==> src/rtl/mult_div_unit.sv <==
// Iterative 32-bit multiply/divide unit with HI/LO result registers.
// Each operation takes 32 single-bit shift-add or restoring shift-subtract steps.
module mult_div_unit (
    input  logic        clk,
    input  logic        rst,
    input  logic        start,
    input  logic [1:0]  op,
    input  logic [31:0] operand_a,
    input  logic [31:0] operand_b,
    input  logic        hi_we,
    input  logic        lo_we,
    input  logic [31:0] write_data,
    output logic        busy,
    output logic        done,
    output logic [31:0] hi,
    output logic [31:0] lo
);

    typedef enum logic {
        IDLE = 1'b0,
        RUN  = 1'b1
    } state_t;

    state_t      state_r;
    logic [5:0]  count_r;
    logic        is_div_r;
    logic        neg_q_r;
    logic        neg_r_r;
    logic [31:0] acc_hi_r;
    logic [31:0] acc_lo_r;
    logic [31:0] m_r;
    logic [31:0] a_raw_r;

    logic        signed_op_s;
    logic [31:0] mag_a_s;
    logic [31:0] mag_b_s;
    logic [32:0] mul_sum_s;
    logic [32:0] div_tmp_s;
    logic [31:0] div_diff_s;
    logic        div_ge_s;
    logic [31:0] next_hi_s;
    logic [31:0] next_lo_s;
    logic [63:0] prod_s;
    logic [31:0] res_hi_s;
    logic [31:0] res_lo_s;

    function automatic logic [31:0] magnitude(input logic [31:0] v, input logic neg);
        if (neg) begin
            magnitude = 32'd0 - v;
        end else begin
            magnitude = v;
        end
    endfunction

    // Operand magnitudes and one iteration step of the multiply or divide datapath.
    always_comb begin
        signed_op_s = ~op[0];
        mag_a_s     = magnitude(operand_a, signed_op_s & operand_a[31]);
        mag_b_s     = magnitude(operand_b, signed_op_s & operand_b[31]);

        if (acc_lo_r[0]) begin
            mul_sum_s = {1'b0, acc_hi_r} + {1'b0, m_r};
        end else begin
            mul_sum_s = {1'b0, acc_hi_r};
        end

        div_tmp_s  = {acc_hi_r, acc_lo_r[31]};
        div_ge_s   = (div_tmp_s >= {1'b0, m_r});
        div_diff_s = div_tmp_s[31:0] - m_r;

        if (is_div_r) begin
            if (div_ge_s) begin
                next_hi_s = div_diff_s;
            end else begin
                next_hi_s = div_tmp_s[31:0];
            end
            next_lo_s = {acc_lo_r[30:0], div_ge_s};
        end else begin
            next_hi_s = mul_sum_s[32:1];
            next_lo_s = {mul_sum_s[0], acc_lo_r[31:1]};
        end
    end

    // Sign correction of the final step; divide-by-zero bypasses the datapath result.
    always_comb begin
        prod_s = {next_hi_s, next_lo_s};
        if (!is_div_r) begin
            if (neg_q_r) begin
                prod_s = 64'd0 - prod_s;
            end else begin
                prod_s = prod_s;
            end
            res_hi_s = prod_s[63:32];
            res_lo_s = prod_s[31:0];
        end else if (m_r == 32'd0) begin
            res_hi_s = a_raw_r;
            res_lo_s = 32'hFFFF_FFFF;
        end else begin
            res_hi_s = magnitude(next_hi_s, neg_r_r);
            res_lo_s = magnitude(next_lo_s, neg_q_r);
        end
    end

    // Control FSM, iteration datapath registers and architectural HI/LO.
    always_ff @(posedge clk or posedge rst) begin
        if (rst) begin
            state_r  <= IDLE;
            count_r  <= 6'd0;
            busy     <= 1'b0;
            done     <= 1'b0;
            hi       <= 32'h0;
            lo       <= 32'h0;
            is_div_r <= 1'b0;
            neg_q_r  <= 1'b0;
            neg_r_r  <= 1'b0;
            acc_hi_r <= 32'h0;
            acc_lo_r <= 32'h0;
            m_r      <= 32'h0;
            a_raw_r  <= 32'h0;
        end else begin
            case (state_r)
                IDLE: begin
                    done <= 1'b0;
                    if (hi_we) begin
                        hi <= write_data;
                    end
                    if (lo_we) begin
                        lo <= write_data;
                    end
                    if (start) begin
                        state_r  <= RUN;
                        busy     <= 1'b1;
                        count_r  <= 6'd0;
                        is_div_r <= op[1];
                        neg_q_r  <= ~op[0] & (operand_a[31] ^ operand_b[31]);
                        neg_r_r  <= ~op[0] & operand_a[31];
                        acc_hi_r <= 32'h0;
                        acc_lo_r <= op[1] ? mag_a_s : mag_b_s;
                        m_r      <= op[1] ? mag_b_s : mag_a_s;
                        a_raw_r  <= operand_a;
                    end
                end
                RUN: begin
                    acc_hi_r <= next_hi_s;
                    acc_lo_r <= next_lo_s;
                    count_r  <= count_r + 6'd1;
                    if (count_r == 6'd31) begin
                        state_r <= IDLE;
                        busy    <= 1'b0;
                        done    <= 1'b1;
                        hi      <= res_hi_s;
                        lo      <= res_lo_s;
                    end else begin
                        done    <= 1'b0;
                    end
                end
                default: begin
                    state_r <= IDLE;
                    busy    <= 1'b0;
                    done    <= 1'b0;
                end
            endcase
        end
    end

endmodule

==> config.mk <==
export PLATFORM = sky130hd
export DESIGN_NAME = mult_div_unit
export DESIGN_NICKNAME = d
export VERILOG_FILES = /design/src/rtl/mult_div_unit.sv
export SDC_FILE = /design/constraint.sdc
export NUM_CORES = 1
export LEC_CHECK = 0
export ABC_CLOCK_PERIOD_IN_PS = 7000
export BUFFER_PORTS_ARGS = -buffer_cell sky130_fd_sc_hd__buf_2
export CELL_PAD_IN_SITES_DETAIL_PLACEMENT = 0
export CELL_PAD_IN_SITES_GLOBAL_PLACEMENT = 1
export CORE_MARGIN = 2
export CORE_UTILIZATION = 47
export CTS_BUF_LIST = sky130_fd_sc_hd__clkbuf_4
export DETAILED_ROUTE_END_ITERATION = 6
export PLACE_DENSITY = 0.95
export SYNTH_ARGS = -nofsm -noshare
export SYNTH_HDL_FRONTEND = slang
export SYNTH_SLANG_ARGS = --single-unit
export TNS_END_PERCENT = 1
==> constraint.sdc <==
create_clock -name clk -period 7 [get_ports clk]
set_input_delay 0.7 -clock clk [delete_from_list [all_inputs] [get_ports clk]]
set_output_delay 0.7 -clock clk [all_outputs]
set_load 0.03 [all_outputs]
==> metrics.txt <==
Final setup viols 0; Netlist Area Pre-Place around 0.019 mm²; reg2reg setup slack roughly 1.2 ns; CTS tree done; Synth top cells by count 297 x nand2_1, 223 x o21ai_0, 204 x dfrtp_1, 203 x a21oi_1, 201 x nor2_1; IO Pins approximately 170; Power Dens Cells around 520 mW/mm²; DP HPWL roughly 63 mm; via count 21300; Yosys top cell area share about 27%; Worst EP required between 7 and 8 ns; Int Power 4790 µW; status complete, no violations; Worst Reg-to-Reg Cells 15; #FFs+latches synth about 200; async set-reset flop share out of synthesis 100%; Cells after Synth 2498; post-route cell area approximately 0.021 mm²; sequential share of power between 20% and 30%; Most used DFF post-synth dfrtp_1; Fillers between 3000 and 4000; vias in the first global route ~20000; Tmin final 5.75 ns; Clk network pwr share between 10% and 20%; Setup crit end kind flip-flop; RR Endpoint hi[20]; Leak slightly below 0.009 µW; startpoint class of the critical path flip-flop; sequential area share after synthesis about 27%; Die Wd a little over 200 µm; Area growth syn-to-layout 10.4%; Layout Nets roughly 2800; # Post-CTS Setup Buffers 0; CP max stage cell o311ai_2; Comb pwr share 68.9%; Worst Path Max Fanout 11; Root Driver clkbuf_4; Die Area 0.0420 mm²; Final Wtd Congestion between 1 and 1.5; setup TNS 0 ns; Syn. warnings 0; # hold bufs at CTS 0; Slew Limit Fails 0; Cell Area, Placed between 0.02 and 0.025 mm²; Max-slew headroom about a fifth; post-route ant nets 0; Worst-Skew Late Latency just under 0.8 ns; Die Y-Extent 205 µm; drt total wl 82.3 mm; initial antenna violation count 7; DRT iter0 DRCs 2912; crit-path cells ha_1, and2_0, nand4_1, o22ai_1, o311ai_2, buf_4, nand2_1, buf_4, o221a_2, o21ba_2, nor4b_1, nand4_1, a21o_1, a32o_1, o22ai_1; grt ovf 0; share of cells above drive strength 1 14.7%; Sw Share a little under three fifths; Clock Path Buffers 3; Final period util 82.2%; Max rail drop VDD roughly 190 µV; htree depth 2; largest net degree at the start of global routing around 110; Slew @ Worst Pin roughly 1.2 ns; syn nets between 2000 and 3000; FF-to-FF Start acc_hi_r[8]; Top delay family on crit path compound AO/OA/AOI/OAI gates; MaxCap Viol Count 0; Buffers & Inverters on Critical Path 2; Post-synth EDFFs 0; detailed-route vias per instance about 6.7; final hold slack 0.0703 ns; CTS Buf Count 57; slowest stage delay, CP 1.02 ns; Synth area leaders dfrtp_1 27%, o21ai_0 5.9%, nand2_1 5.9%; Fin Clk Skew around 0.037 ns; Max Freq around 170 MHz; worst hold path type in -> async; Mean Syn Cell Area approximately 7.6 µm²; RSZ-0062 raised after global routing false; initial core utilization 47.6%; PostCTS Resize Cnt 0; Final Hold Viols 0; core area about 0.040 mm²; sw power 6150 µW; Arr. time, crit path between 6 and 7 ns; first-pass GRT wire length roughly 120 mm; cell row count 73; drc violations 0; area leader, netlist dfrtp_1; Global Route Usage Sum between 30% and 40%; post-synth cell types approximately 90; most common cell in the netlist nand2_1; clock sinks roughly 200; Port Buffers 168; wire length per cell 26.0 µm; drt pass-1 iters 6; Reg clk slew, reported paths 0.07 ns; critical path class reg -> reg
[registers in the layout, summed over array words and instances (netlist names)]
signal	cells
hi	32
busy	1
count_r	6
acc_lo_r	32
a_raw_r	32
m_r	32
done	1
state_r	1
acc_hi_r	32
neg_q_r	1
is_div_r	1
neg_r_r	1
lo	32
[placed cells by master, fill, tap and decap left out, types with 16 or more instances in the layout]
cell type and instances:
inv_1 72, mux2i_1 55, a21o_1 23, nor4_1 37, xnor2_1 90, o22ai_1 58, a211oi_1 42, xor2_1 66
a21oi_1 201, or4_1 16, nand2_1 296, o31ai_1 36, o21ai_0 223, clkbuf_4 83, a31oi_1 29, nor2b_1 23
a21boi_0 20, o211ai_1 34, mux2_2 37, buf_4 44, buf_2 168, or3_1 42, nand2b_1 23, dfrtp_1 201
nor2_1 201, nand3_1 47, nor3_1 68, ha_1 69, nand4_1 49
[power groups by stage]
stage                     combinational, µW  sequential (µW)  clock, µW
after floorplan                        4720             2280          0
after global placement                 7180             2160          0
after detailed placement               7250             2180          0
after CTS                              7290             2160       1210
after global routing                   8030             2230       1280
final                                  7540             2190       1210
[kinds of logic after synthesis]
family	share of synthesized area [%]
multiplexers	5.10
flip-flops	26.9
AND/OR/NAND/NOR	22.4
XOR/XNOR	7.20
AO/OA/AOI/OAI	28.5
buffers and inverters	5.13
adder cells (fa/ha/maj)	4.76
[worst reg2reg max path: stages, from the launching register on]
cell and delay (ns):
dfrtp_1 0.48, ha_1 0.42, and2_0 0.28, nand4_1 0.22, o22ai_1 0.23, o311ai_2 1.02
buf_4 0.36, nand2_1 0.07, buf_4 0.24, o221a_2 0.33, o21ba_2 0.39, nor4b_1 0.77
nand4_1 0.24, a21o_1 0.24, a32o_1 0.27, o22ai_1 0.11
[stage by stage]
stage	total power (µW)	instances	worst slack (ns)	util, %
after floorplan	6990	2498	0.733	-
after global placement	9340	3064	1.41	50.7
after detailed placement	9430	3064	1.46	50.7
after CTS	10700	3167	1.44	52.6
after global routing	11500	3168	1.03	52.6
final	10900	3168	1.25	52.6
[area by class of cell]
class | count | area (µm²) | share of cell area (%)
multi-input cells | 2045 | 12900 | 61.7
flip-flops and latches | 204 | 5110 | 24.4
repair buffers | 213 | 1190 | 5.69
well taps | 525 | 657 | 3.14
clock buffers | 83 | 623 | 2.97
inverters | 77 | 297 | 1.42
clock inverters | 20 | 146 | 0.699
diodes | 1 | 2.50 | 0.0119
[worst max-delay path by stage]
stage / start / to / slack, ns / cells after the start
3_5_place_dp: acc_hi_r[8] / hi[20] / 1.46 / 15
2_1_floorplan: rst / a_raw_r[0] / 0.73 / 1
5_1_grt: m_r[1] / hi[0] / 1.03 / 22
3_3_place_gp: acc_hi_r[8] / hi[22] / 1.41 / 15
4_1_cts: m_r[1] / hi[4] / 1.44 / 23
6_report: acc_hi_r[8] / hi[20] / 1.25 / 15
[layer usage]
layer / vias to the layer above / global-route usage, % / wire, µm
li1: 9497 / - / -
met1: 10000 / 50.3 / 31500
met2: 1449 / 55.8 / 34400
met3: 323 / 11.1 / 10200
met4: 10 / 24.8 / 6110
met5: - / 0 / 59
Power figures use the tool's default switching activity.
